--- config.mk ---
export PLATFORM = sky130hd
export DESIGN_NAME = fetch_unit
export DESIGN_NICKNAME = d
export VERILOG_FILES = /design/src/rtl/fetch_pkg.sv /design/src/rtl/fetch_queue.sv /design/src/rtl/fetch_unit.sv
export SDC_FILE = /design/constraint.sdc
export NUM_CORES = 1
export LEC_CHECK = 0
export CAP_MARGIN = 20
export CORE_ASPECT_RATIO = 1.4
export CORE_MARGIN = 2
export CORE_UTILIZATION = 35
export DETAILED_ROUTE_END_ITERATION = 8
export GPL_ROUTABILITY_DRIVEN = 0
export PLACE_DENSITY = 0.67
export RECOVER_POWER = 50
export SLEW_MARGIN = 20
export SYNTH_ARGS = -nofsm -noshare
export SYNTH_HDL_FRONTEND = slang
export SYNTH_SLANG_ARGS = --single-unit
--- constraint.sdc ---
create_clock -name clk -period 3.5 [get_ports clk]
set_input_delay 0.7 -clock clk [delete_from_list [all_inputs] [get_ports clk]]
set_output_delay 0.7 -clock clk [all_outputs]
set_load 0.01 [all_outputs]
--- src/rtl/fetch_pkg.sv ---
// Shared types and helpers for the IF stage: fetch-queue entry, opcodes, immediate extractors.
// FETCH_BTFN_EN (in fetch_unit) selects the optional backward-taken/forward-not-taken predecode.
package fetch_pkg;

  localparam int unsigned XLEN_DEFAULT = 32;
  localparam int unsigned ILEN         = 32;

  localparam logic [ILEN-1:0] NOP_BUBBLE = 32'h0;
  localparam logic [6:0]      OPC_JAL    = 7'b1101111;
  localparam logic [6:0]      OPC_BRANCH = 7'b1100011;

  typedef struct packed {
    logic [XLEN_DEFAULT-1:0] pc;
    logic [ILEN-1:0]         instr;
    logic                    pred;
  } fetch_entry_t;

  // J-type immediate from instr[31:12]
  function automatic logic [31:0] imm_j(input logic [19:0] hi);
    return {{12{hi[19]}}, hi[7:0], hi[8], hi[18:9], 1'b0};
  endfunction

  // B-type immediate from instr[31:25] and instr[11:7]
  function automatic logic [31:0] imm_b(input logic [6:0] hi, input logic [4:0] lo);
    return {{20{hi[6]}}, lo[0], hi[5:0], lo[4:1], 1'b0};
  endfunction

endpackage

--- src/rtl/fetch_queue.sv ---
// Synchronous FIFO of fetch entries with a clear input; head is read straight from storage.
module fetch_queue
  import fetch_pkg::*;
#(
  parameter int unsigned DEPTH = 4,
  localparam int unsigned PTR_W = $clog2(DEPTH),
  localparam int unsigned CNT_W = PTR_W + 1
) (
  input  logic               clk,
  input  logic               rst_n,
  input  logic               clear,
  input  logic               push,
  input  fetch_entry_t       push_data,
  input  logic               pop,
  output fetch_entry_t       head,
  output logic [CNT_W-1:0]   count
);

  fetch_entry_t     mem [DEPTH];
  logic [PTR_W-1:0] wr_ptr;
  logic [PTR_W-1:0] rd_ptr;

  assign head = mem[rd_ptr];

  // Pointers wrap naturally because DEPTH is a power of two
  always_ff @(posedge clk or negedge rst_n) begin
    if (!rst_n) begin
      wr_ptr <= '0;
      rd_ptr <= '0;
      count  <= '0;
    end else if (clear) begin
      wr_ptr <= '0;
      rd_ptr <= '0;
      count  <= '0;
    end else begin
      if (push) wr_ptr <= wr_ptr + PTR_W'(1);
      if (pop)  rd_ptr <= rd_ptr + PTR_W'(1);
      count <= count + CNT_W'(push) - CNT_W'(pop);
    end
  end

  always_ff @(posedge clk) begin
    if (push && !clear) mem[wr_ptr] <= push_data;
  end

endmodule

--- src/rtl/fetch_unit.sv ---
// IF stage: PC generator, 1-cycle imem port, epoch-tagged in-flight slot and fetch queue toward ID.
// Optional static prediction of JAL / backward branches when FETCH_BTFN_EN is defined.
module fetch_unit
  import fetch_pkg::*;
#(
  parameter int unsigned     XLEN     = XLEN_DEFAULT,
  parameter logic [XLEN-1:0] RESET_PC = '0,
  parameter int unsigned     FQ_DEPTH = 4
) (
  input  logic            clk,
  input  logic            rst_n,
  output logic            imem_req,
  output logic [XLEN-1:0] imem_addr,
  input  logic [31:0]     imem_rdata,
  input  logic            ex_redirect,
  input  logic [XLEN-1:0] ex_target,
  input  logic            id_flush,
  output logic            id_valid,
  input  logic            id_ready,
  output logic [XLEN-1:0] id_pc,
  output logic [31:0]     id_instr,
  output logic            id_pred_taken
);

  localparam int unsigned CNT_W = $clog2(FQ_DEPTH) + 1;

  logic [XLEN-1:0]  pc_q;
  logic             epoch_q;
  logic             infl_vld_q;
  logic             infl_epoch_q;
  logic [XLEN-1:0]  infl_pc_q;

  logic [CNT_W-1:0] fq_count;
  logic [CNT_W:0]   fill;
  fetch_entry_t     fq_head;
  fetch_entry_t     fq_push_data;
  logic             kill;
  logic             issue;
  logic             push;
  logic             pop;
  logic             pred_c;
  logic             pred_take;
  logic [XLEN-1:0]  pred_tgt;

  assign kill  = ex_redirect | id_flush;
  assign fill  = {1'b0, fq_count} + (CNT_W+1)'(infl_vld_q);
  // Credit rule: queued + in-flight never exceeds depth, so a response always has a slot
  assign issue = rst_n & ~ex_redirect & (fill < (CNT_W+1)'(FQ_DEPTH));
  assign push  = infl_vld_q & (infl_epoch_q == epoch_q) & ~kill;
  assign pop   = id_valid & id_ready & ~kill;

`ifdef FETCH_BTFN_EN
  logic        is_jal;
  logic        is_br;
  logic [31:0] imm;

  assign is_jal    = (imem_rdata[6:0] == OPC_JAL);
  assign is_br     = (imem_rdata[6:0] == OPC_BRANCH);
  assign imm       = is_jal ? imm_j(imem_rdata[31:12]) : imm_b(imem_rdata[31:25], imem_rdata[11:7]);
  assign pred_c    = is_jal | (is_br & imm[31]);
  assign pred_take = push & pred_c;
  assign pred_tgt  = infl_pc_q + XLEN'($signed(imm));
`else
  assign pred_c    = 1'b0;
  assign pred_take = 1'b0;
  assign pred_tgt  = '0;
`endif

  assign fq_push_data = '{pc: XLEN_DEFAULT'(infl_pc_q), instr: imem_rdata, pred: pred_c};

  assign imem_req      = issue;
  assign imem_addr     = pc_q;
  assign id_valid      = (fq_count != '0);
  assign id_pc         = id_valid ? XLEN'(fq_head.pc) : '0;
  assign id_instr      = id_valid ? fq_head.instr : NOP_BUBBLE;
  assign id_pred_taken = id_valid & fq_head.pred;

  // Requests issued during a flush belong to the new stream; those beside a prediction do not
  always_ff @(posedge clk or negedge rst_n) begin
    if (!rst_n) begin
      pc_q         <= RESET_PC;
      epoch_q      <= 1'b0;
      infl_vld_q   <= 1'b0;
      infl_epoch_q <= 1'b0;
      infl_pc_q    <= '0;
    end else begin
      if (ex_redirect)    pc_q <= ex_target & ~XLEN'(3);
      else if (pred_take) pc_q <= pred_tgt;
      else if (issue)     pc_q <= pc_q + XLEN'(4);
      epoch_q      <= epoch_q ^ (kill | pred_take);
      infl_vld_q   <= issue;
      infl_epoch_q <= epoch_q ^ id_flush;
      if (issue) infl_pc_q <= pc_q;
    end
  end

  fetch_queue #(.DEPTH(FQ_DEPTH)) u_fq (
    .clk       (clk),
    .rst_n     (rst_n),
    .clear     (kill),
    .push      (push),
    .push_data (fq_push_data),
    .pop       (pop),
    .head      (fq_head),
    .count     (fq_count)
  );

endmodule
# [After elaboration in Yosys (flattened, before gate mapping)]
# Memory sizes are Yosys's and may differ from the RTL's.
# Cells that the tools add are included.
[word_totals] elab_cells=46 ff_bits=74 in_bits=69 output_inout_bits=99 mem_bits_ro=0 ramBits=256 mem_count=1 latchBits=0
[mem_list] memory="u_fq.mem" depth=4 word_bits=64 rd=1 rd_clocked_by_memory_dff=0 write_ports=1 line="fetch_queue.sv:19" source="fetch_entry_t mem [DEPTH];"
[op_classes] n_reduce_logical=6 div=0 multipliers=0 n_eq_ne=1 n_lt_le_gt_ge=1 mux=11 bitwise_logic=12 shift=0 add_sub_neg=6
[op_table] operator="32-bit 2-to-1 mux" count=4
[op_table] operator="32-bit by 3-bit adder with 32-bit output, second input constant" count=1
[op_table] operator="2-bit 2-to-1 mux" count=4
[op_table] operator="1-bit bitwise AND" count=6
[op_table] operator="2-bit nonzero test" count=3
[op_table] operator="2-bit by 1-bit adder with 2-bit output, second input constant" count=2
[op_table] operator="3-bit by 1-bit adder with 4-bit output" count=1
[op_table] operator="4-bit by 3-bit less-than comparator with 1-bit output, second input constant" count=1
[op_table] operator="3-bit by 1-bit adder with 3-bit output" count=1
[op_table] operator="3-bit 2-to-1 mux" count=1
[op_table] operator="3-bit nonzero test" count=1
[op_table] operator="3-bit by 1-bit subtractor with 3-bit output" count=1
[op_table] operator="1-bit 2-to-1 mux" count=2
[op_table] operator="1-bit NOT" count=2
[op_table] operator="1-bit bitwise XOR" count=2
[op_table] operator="1-bit bitwise AND, second input constant" count=1
[op_table] operator="1-bit == test" count=1
[op_table] operator="1-bit logical AND" count=1
[op_table] operator="1-bit logical NOT" count=1
[op_table] operator="1-bit bitwise OR" count=1

# [Depth between registers and ports, before layout]
# Gate-level depths: netlist of run 1.
[depth] depth_word=6 mapped_depth=11 ltp_nobuf=10

# [Cells and area by module]
# A second synthesis of run 1 with hierarchy kept.
[unflattened] hier_cells=794 area_unflattened_um2=13362.8
[modules_own_cells] module="fetch_queue" instances=1 cells_each=377 area_per_inst_um2=9816.9 seq_area_each_um2=7982.7
[modules_own_cells] module="fetch_unit" instances=1 cells_each=417 area_per_inst_um2=3545.9 seq_area_each_um2=1576.5

# [Least setup slack after synthesis of run 1]
# Ideal clock, no wire load.
[synth_path] kind="in2reg" startpoint="in ex_redirect" endpoint="mem u_fq.mem[0][0] (netlist bit) (enable)" required_ns=3.073 setup_ns=0.427 arrival_ns=3.058 path_slack_ns=0.015 cell_stages=5 path_cell_list="buf_2 or2_2 clkbuf_1 nor2_1 and2_1"
[synth_via] elab_chain_cells=6
[synth_rtl] item="start: declaration" line="fetch_unit.sv:15" source="input logic ex_redirect,"
[synth_rtl] item="1-bit bitwise OR *" line="fetch_unit.sv:45" source="assign kill = ex_redirect | id_flush;"
[synth_rtl] item="1-bit NOT" line="fetch_unit.sv:49" source="assign push = infl_vld_q & (infl_epoch_q == epoch_q) & ~kill;"
[synth_rtl] item="1-bit bitwise AND" line="fetch_unit.sv:49"
[synth_rtl] item="1-bit logical AND *" line="fetch_queue.sv:43" source="if (push && !clear) mem[wr_ptr] <= push_data;"
[synth_rtl] item="1-bit 2-to-1 mux *" line="fetch_queue.sv:43"
[synth_rtl] item="1-bit 2-to-1 mux (implied by the code) *" line="fetch_queue.sv:43"
[synth_rtl] item="end: declaration" line="fetch_queue.sv:19"
# Every way passes the cells marked *; elsewhere a longest branch is shown, timed or not.

# [Worst setup path after layout of run 1]
[layout_path] startpoint="reg u_fq.count[1]" endpoint="out id_instr[27]"
[layout_via] elab_chain_cells=2
[layout_rtl] item="start: declaration" line="fetch_queue.sv:16" source="output logic [CNT_W-1:0] count"
[layout_rtl] item="start signal: assignment" line="fetch_queue.sv:38" source="count <= count + CNT_W'(push) - CNT_W'(pop);"
[layout_rtl] item="3-bit nonzero test" line="fetch_unit.sv:73" source="assign id_valid = (fq_count != '0);"
[layout_rtl] item="32-bit 2-to-1 mux" line="fetch_unit.sv:75" source="assign id_instr = id_valid ? fq_head.instr : NOP_BUBBLE;"
[layout_rtl] item="end: declaration" line="fetch_unit.sv:21" source="output logic [31:0] id_instr,"
# Every way passes these cells.

==> impl_metrics.env, run 1 <==
export IMPL_criticalPathCategory="reg -> out"
export IMPL_rsz0062_at_grt="no"
export IMPL_ys_types=42
export IMPL_hold_path_depth=0
export IMPL_layout_commonest_cell="edfxtp_1"
export IMPL_die_w_um=167
export IMPL_vias=6765
export IMPL_crit_required_ns=2.80
export IMPL_rows=83
export IMPL_tightest_slew_ns=2.70
export IMPL_start_util=0.354
export IMPL_ys_async_sr_fraction=0.220
export IMPL_synthCells=706
export IMPL_synth_flop_cell="edfxtp_1"
export IMPL_drt_wl_total_um=27100
export IMPL_wl_per_cell_um=19.7
export IMPL_min_period_ns=3.30
export IMPL_cts_sinks=318
export IMPL_avgSynthCellArea_um2=18.3
export IMPL_finalSetupViolations=0
export IMPL_violations="capacitance limit, slew limit"
export IMPL_ant_nets=0
export IMPL_via_per_inst=4.91
export IMPL_power_density_nw_per_um2=497
export IMPL_timing_rr_end="u_fq.count[2]$_DFF_PN0_"
export IMPL_r2r_start="u_fq.count[1]$_DFF_PN0_"
export IMPL_cts_root_buf="clkbuf_16"
export IMPL_slew_violations=79
export IMPL_seq_area_um2=9210
export IMPL_ys_ff_latch=318
export IMPL_final_cell_mix="edfxtp_1 (248), clkdlybuf4s50_1 (124), and2_1 (70)"
export IMPL_numCtsBuffers=29
export IMPL_fin_nets=967
export IMPL_die_area_um2=38600
export IMPL_core_area_um2=36600
export IMPL_nFillCells=3243
export IMPL_cp_arrival_ns=2.60
export IMPL_maxSlewHeadroom=-0.798
export IMPL_layout_drive_gt1_share=0.213
export IMPL_ioPinCount=168
export IMPL_ff2ff_path_depth=11
export IMPL_syn_area_um2=12900
export IMPL_clk_pin_slew_ns=0.06
export IMPL_dpl_hpwl_um=17600
export IMPL_drc=0
export IMPL_die_h_um=232
export IMPL_grt_pass1_wl_um=41600
export IMPL_hp_class="reg -> reg"
export IMPL_first_pass_iters=4
export IMPL_final_util=0.443
export IMPL_antenna_cells=0
export IMPL_cts_tree="built"
export IMPL_drt_iter0_drc=305
export IMPL_hp_start="infl_pc_q[30]$_DFFE_PN0P_"
export IMPL_multi_input_area_um2=3490
export IMPL_clock_fmax_mhz=303
export IMPL_areaGrowthSynthToFinish_pct=25.2
export IMPL_cts_buffer_depth=3
export IMPL_cp_end_kind="output port"
export IMPL_total_power_w=0.00806
export IMPL_grt_usage=0.141
export IMPL_clock_latency_ns=0.56
export IMPL_grt_pass1_vias=6927
export IMPL_synth_edf_count=248
export IMPL_finClkSkew_ns=0.00862
export IMPL_overflow=0
export IMPL_critPathLaunchType="flip-flop"
export IMPL_status="finished, violations left"
export IMPL_setup_tns_ns=0
export IMPL_ys_warn_count=0
export IMPL_hold_viol_final=0
export IMPL_holdPathEnd="u_fq.mem[3][62]$_DFFE_PP_"
export IMPL_fin_crit_sh=0.943
export IMPL_vdd_drop_max_mv=0.344
export IMPL_portBuffers=160
export IMPL_cp_max_fo=65
export IMPL_maxCapViolCount=2
export IMPL_p_leak_nw=5.40
export IMPL_r2r_slack_ns=0.78
export IMPL_hold_slack_ns=0.513
export IMPL_grt_max_degree=66
export IMPL_yosysSeqAreaShare=0.711
export IMPL_htreeDepth=1
export IMPL_grt_antenna_before_repair=0
[registers in the layout, indices dropped and copies added (netlist names)]
name	count
u_fq.count	3
u_fq.rd_ptr	2
epoch_q	1
u_fq.mem	248
imem_addr	30
infl_pc_q	30
infl_epoch_q	1
u_fq.wr_ptr	2
infl_vld_q	1
[how the worst max path moves through the flow]
| stage | startpoint | end | slack, ns |
|---|---|---|---|
| after global placement | id_flush | u_fq.mem[2][5]$_DFFE_PP_ | 0.55 |
| after detailed placement | u_fq.count[1]$_DFF_PN0_ | imem_req | 0.53 |
| after global routing | u_fq.count[1]$_DFF_PN0_ | id_pc[12] | 0.06 |
| after CTS | u_fq.count[2]$_DFF_PN0_ | imem_req | 0.06 |
| after floorplan | ex_redirect | u_fq.mem[0][0]$_DFFE_PP_ | 0.02 |
| final | u_fq.count[1]$_DFF_PN0_ | id_instr[27] | 0.20 |
[logic make-up (layout without fill, tap and decap cells)]
family,Yosys count,in the layout,share of synthesized area
mux,102,102,0.142
fa+ha+maj,9,9,0.00928
flops,318,318,0.711
simple gates,165,165,0.0818
buf+inv,50,252,0.0207
other cells,1,5,0.000290
compound gates,25,25,0.0105
xor+xnor,36,36,0.0244
[per-layer routing]
metal,share of wire,global-route usage,vias up,routed length (um)
met2,0.52,0.249,168,14000
met1,0.42,0.178,3481,11300
met5,0,0,-,0
met4,0.025,0.0471,0,671
met3,0.040,0.0200,40,1100
li1,-,-,3076,-
[stage by stage]
step                      instance area (um^2)  setup slack (ns)  instances
final                                    16200             0.199       1379
after global routing                     16200            0.0643       1379
after CTS                                16200            0.0619       1379
after detailed placement                 15300             0.528       1323
after global placement                   15300             0.552       1323
after floorplan                          13000            0.0154        710
[repair_timing]
item                                    4_1_cts  5_1_grt
pin swaps                                     1        1
hold buffers                                  0        0
buffers inserted                              2        0
endpoints found under the setup margin        2        1
resized for setup                             2        3
[cells in the mapped netlist, drive strengths merged, types with 2 or more instances]
cell      n  area (um^2)
dfrtp    70         1750
nor3b     2         15.0
and3      4         25.0
xor2     15          131
mux2     38          428
and2     70          438
nand3     9         45.0
edfxtp  248         7450
ha        8          100
nor2     11         48.8
clkbuf   21         78.8
nor3      5         25.0
nor4b     3         53.8
buf      23          166
inv       6         22.5
mux4     62         1400
and4      5         43.8
nand4     7         43.8
o21ai    22          110
mux2i     2         20.0
xnor2    21          184
nor4     11          149
nand2    33          129
[where the power goes]
part           total (W)  switching, W  internal [W]  leakage, nW
clock network    0.00305       0.00135       0.00170        0.436
logic           0.000534      0.000228      0.000305         1.87
registers        0.00447      0.000172       0.00430         3.09
[worst max-delay path: stages, from the launching register on]
cell             delay, ns
dfrtp_1               0.45
or3_2                 0.49
buf_4                 0.29
and2_1                0.26
clkdlybuf4s50_1       0.48
[cell type report]
class                      count  share of cell area
sequential                   318               0.568
inverter                       6             0.00139
clock buffer                  36              0.0470
timing repair buffer         192               0.122
multi-input combinational    342               0.216
tap                          467              0.0361
clock inverter                18             0.00965
Note: power is estimated with default switching activity, not from simulation.
==> inputs of run 2 (changes only) <==
Settings changed: CAP_MARGIN 20 to not set.
==> results of run 2 <==
Final layout, timing and power as in run 1 (identical DEF).
==> inputs of run 3 (changes only) <==
Settings changed: GPL_TIMING_DRIVEN set to 0, TNS_END_PERCENT set to 5.
==> run 3 against run 2 <==
Compared with the run above: highest routed layer unchanged; the flow now finishes without violations; cell area up 0.83%; worst setup slack lost 0.073 ns; hold slack got worse by 0.45 ns; clock-buffer cell count shrank 1; clock skew rose by 0.015 ns; global-route usage up 0.39 points; first-iteration DRC count up 29%; largest cell class unchanged; critical endpoint is now id_pc[10]; non-clock buffer count is 18 higher; combinational power increased by 3%.
==> impl_metrics.env, run 3 (synthesis gave the netlist of run 1 again) <==
export IMPL_first_pass_iters=4
export IMPL_setup_ws_ns=0.127
export IMPL_cp_arrival_ns=2.67
export IMPL_grt_usage=0.144
export IMPL_dpl_hpwl_um=18500
export IMPL_clockPowerShare=0.396
export IMPL_ant_nets=0
export IMPL_finalSetupViolations=0
export IMPL_hp_class="in -> async"
export IMPL_fin_crit_sh=0.964
export IMPL_final_util=0.447
export IMPL_power_density_nw_per_um2=509
export IMPL_die_area_um2=38600
export IMPL_drc=0
export IMPL_hold_viol_final=0
export IMPL_final_cell_area_um2=16300
export IMPL_placedInstanceArea_um2=15300
export IMPL_cp_top_family="buffers and inverters"
export IMPL_areaGrowthSynthToFinish_pct=26.2
export IMPL_clk_pin_slew_ns=0.07
export IMPL_wl_per_cell_um=19.8
export IMPL_vias=6802
export IMPL_core_area_um2=36600
export IMPL_slowest_delay_ns=0.52
export IMPL_critPathSlowestCell="mux4_2"
export IMPL_rows=83
export IMPL_clock_latency_ns=0.58
export IMPL_setup_tns_ns=0
export IMPL_maxSlewHeadroom=0.483
export IMPL_cp_max_fo=10
export IMPL_htreeDepth=1
export IMPL_nFillCells=3252
export IMPL_path_cells="buf_4, buf_4, mux4_2, and2_1, clkdlybuf4s50_1"
export IMPL_seq_area_um2=9200
export IMPL_p_sw_w=0.00181
export IMPL_die_h_um=232
export IMPL_die_w_um=167
export IMPL_largest_reg_flops=248
export IMPL_numCtsBuffers=30
export IMPL_regMostFlops="u_fq.mem"
export IMPL_grt_pass1_vias=7220
export IMPL_grt_antenna_before_repair=1
export IMPL_cts_buffer_depth=3
export IMPL_layout_commonest_cell="edfxtp_1"
export IMPL_p_leak_nw=5.50
export IMPL_p_sw_frac=0.218
export IMPL_ioPinCount=168
export IMPL_critPathLaunchType="flip-flop"
export IMPL_finClkSkew_ns=0.0239
export IMPL_fin_nets=986
export IMPL_portBuffers=159
export IMPL_p_int_w=0.00650
export IMPL_seqPwrFrac=0.538
export IMPL_overflow=0
export IMPL_grt_max_degree=43
export IMPL_cts_sinks=318
export IMPL_vdd_drop_max_mv=0.326
export IMPL_clock_fmax_mhz=296
export IMPL_slew_violations=0
export IMPL_multi_input_area_um2=3510
export IMPL_final_cell_mix="edfxtp_1 (248), clkdlybuf4s50_1 (124), dfrtp_1 (68)"
export IMPL_maxCapViolCount=0
export IMPL_cp_buffers_inverters=3
export IMPL_cts_hold_buf=0
export IMPL_drt_wl_total_um=27700
export IMPL_p_comb_frac=0.066
export IMPL_via_per_inst=4.86
export IMPL_layout_drive_gt1_share=0.232
export IMPL_crit_required_ns=2.80
export IMPL_dp_slack_ns=0.120
export IMPL_min_period_ns=3.37
export IMPL_tightest_slew_ns=0.775
export IMPL_cp_end_kind="output port"
export IMPL_crit_path_frequent_cell="buf_4"
export IMPL_status="finished, final reports clean"
export IMPL_start_util=0.354
export IMPL_drt_iter0_drc=392
export IMPL_criticalPathCategory="reg -> out"
export IMPL_cts_root_buf="clkbuf_16"
export IMPL_grt_pass1_wl_um=42700
export IMPL_cts_tree="built"
run 3: worst register-to-register path, delay by kind of cell, from the launching register on:
kind / cells / cell delay, ns
xor gates and xnor gates: 1 / 0.17
adders and majority gates: 3 / 0.79
buffers and inverters: 3 / 0.35
DFF: 1 / 0.45
and+or+nand+nor: 4 / 0.67
run 3: cell type report:
| cell class | count | share of cell area |
|---|---|---|
| sequential | 318 | 0.563 |
| buffer | 43 | 0.0168 |
| clock buffer | 35 | 0.0471 |
| clock inverter | 21 | 0.0146 |
| timing repair buffer | 167 | 0.106 |
| multi-input combinational | 342 | 0.215 |
| tap | 467 | 0.0358 |
| inverter | 6 | 0.00138 |
| antenna | 1 | 0.000153 |
run 3: path summary, 6_finish.rpt:
kind	start	end	slack, ns	depth (start not counted)
min in group clk	infl_pc_q[16]$_DFFE_PN0P_	u_fq.mem[0][48]$_DFFE_PP_	0.51	0
max	u_fq.rd_ptr[0]$_DFFE_PN0P_	id_pc[10]	0.13	5
min	rst_n	infl_pc_q[18]$_DFFE_PN0P_	0.06	1
min reg2reg	infl_pc_q[16]$_DFFE_PN0P_	u_fq.mem[0][48]$_DFFE_PP_	0.51	0
max reg2reg	u_fq.count[1]$_DFF_PN0_	u_fq.count[2]$_DFF_PN0_	0.95	11
max in group asynchronous	rst_n	u_fq.count[1]$_DFF_PN0_	2.84	2
run 3: through the flow:
stage / std cells / total power [W] / hold slack, ns
detailed placement: 1341 / 0.00512 / 0.499
CTS: 1397 / 0.00842 / 0.0504
floorplan: 710 / 0.00477 / 0.404
finish: 1400 / 0.00831 / 0.0598
global placement: 1336 / 0.00508 / 0.485
global route: 1400 / 0.00861 / 0.0651
run 3: power by group through the flow:
stage / Clock [W] / Sequential [W] / Combinational [W]
2_1_floorplan: 0 / 0.00450 / 0.000268
5_1_grt: 0.00351 / 0.00450 / 0.000606
3_3_place_gp: 0 / 0.00454 / 0.000543
6_report: 0.00329 / 0.00447 / 0.000551
3_5_place_dp: 0 / 0.00455 / 0.000563
4_1_cts: 0.00338 / 0.00447 / 0.000568
run 3: what timing repair did:
item	CTS	global route
pin swaps	1	2
gates resized for setup	15	7
buffers inserted	1	2
setup endpoints to repair	60	5
run 3: per-layer routing:
metal  global-route usage  up-vias  wire (um)
met3               0.0219       37       1190
met2                0.260      172      14600
met4               0.0488        0        722
met5                    0        -          0
met1                0.177     3485      11200
li1                     -     3108          -
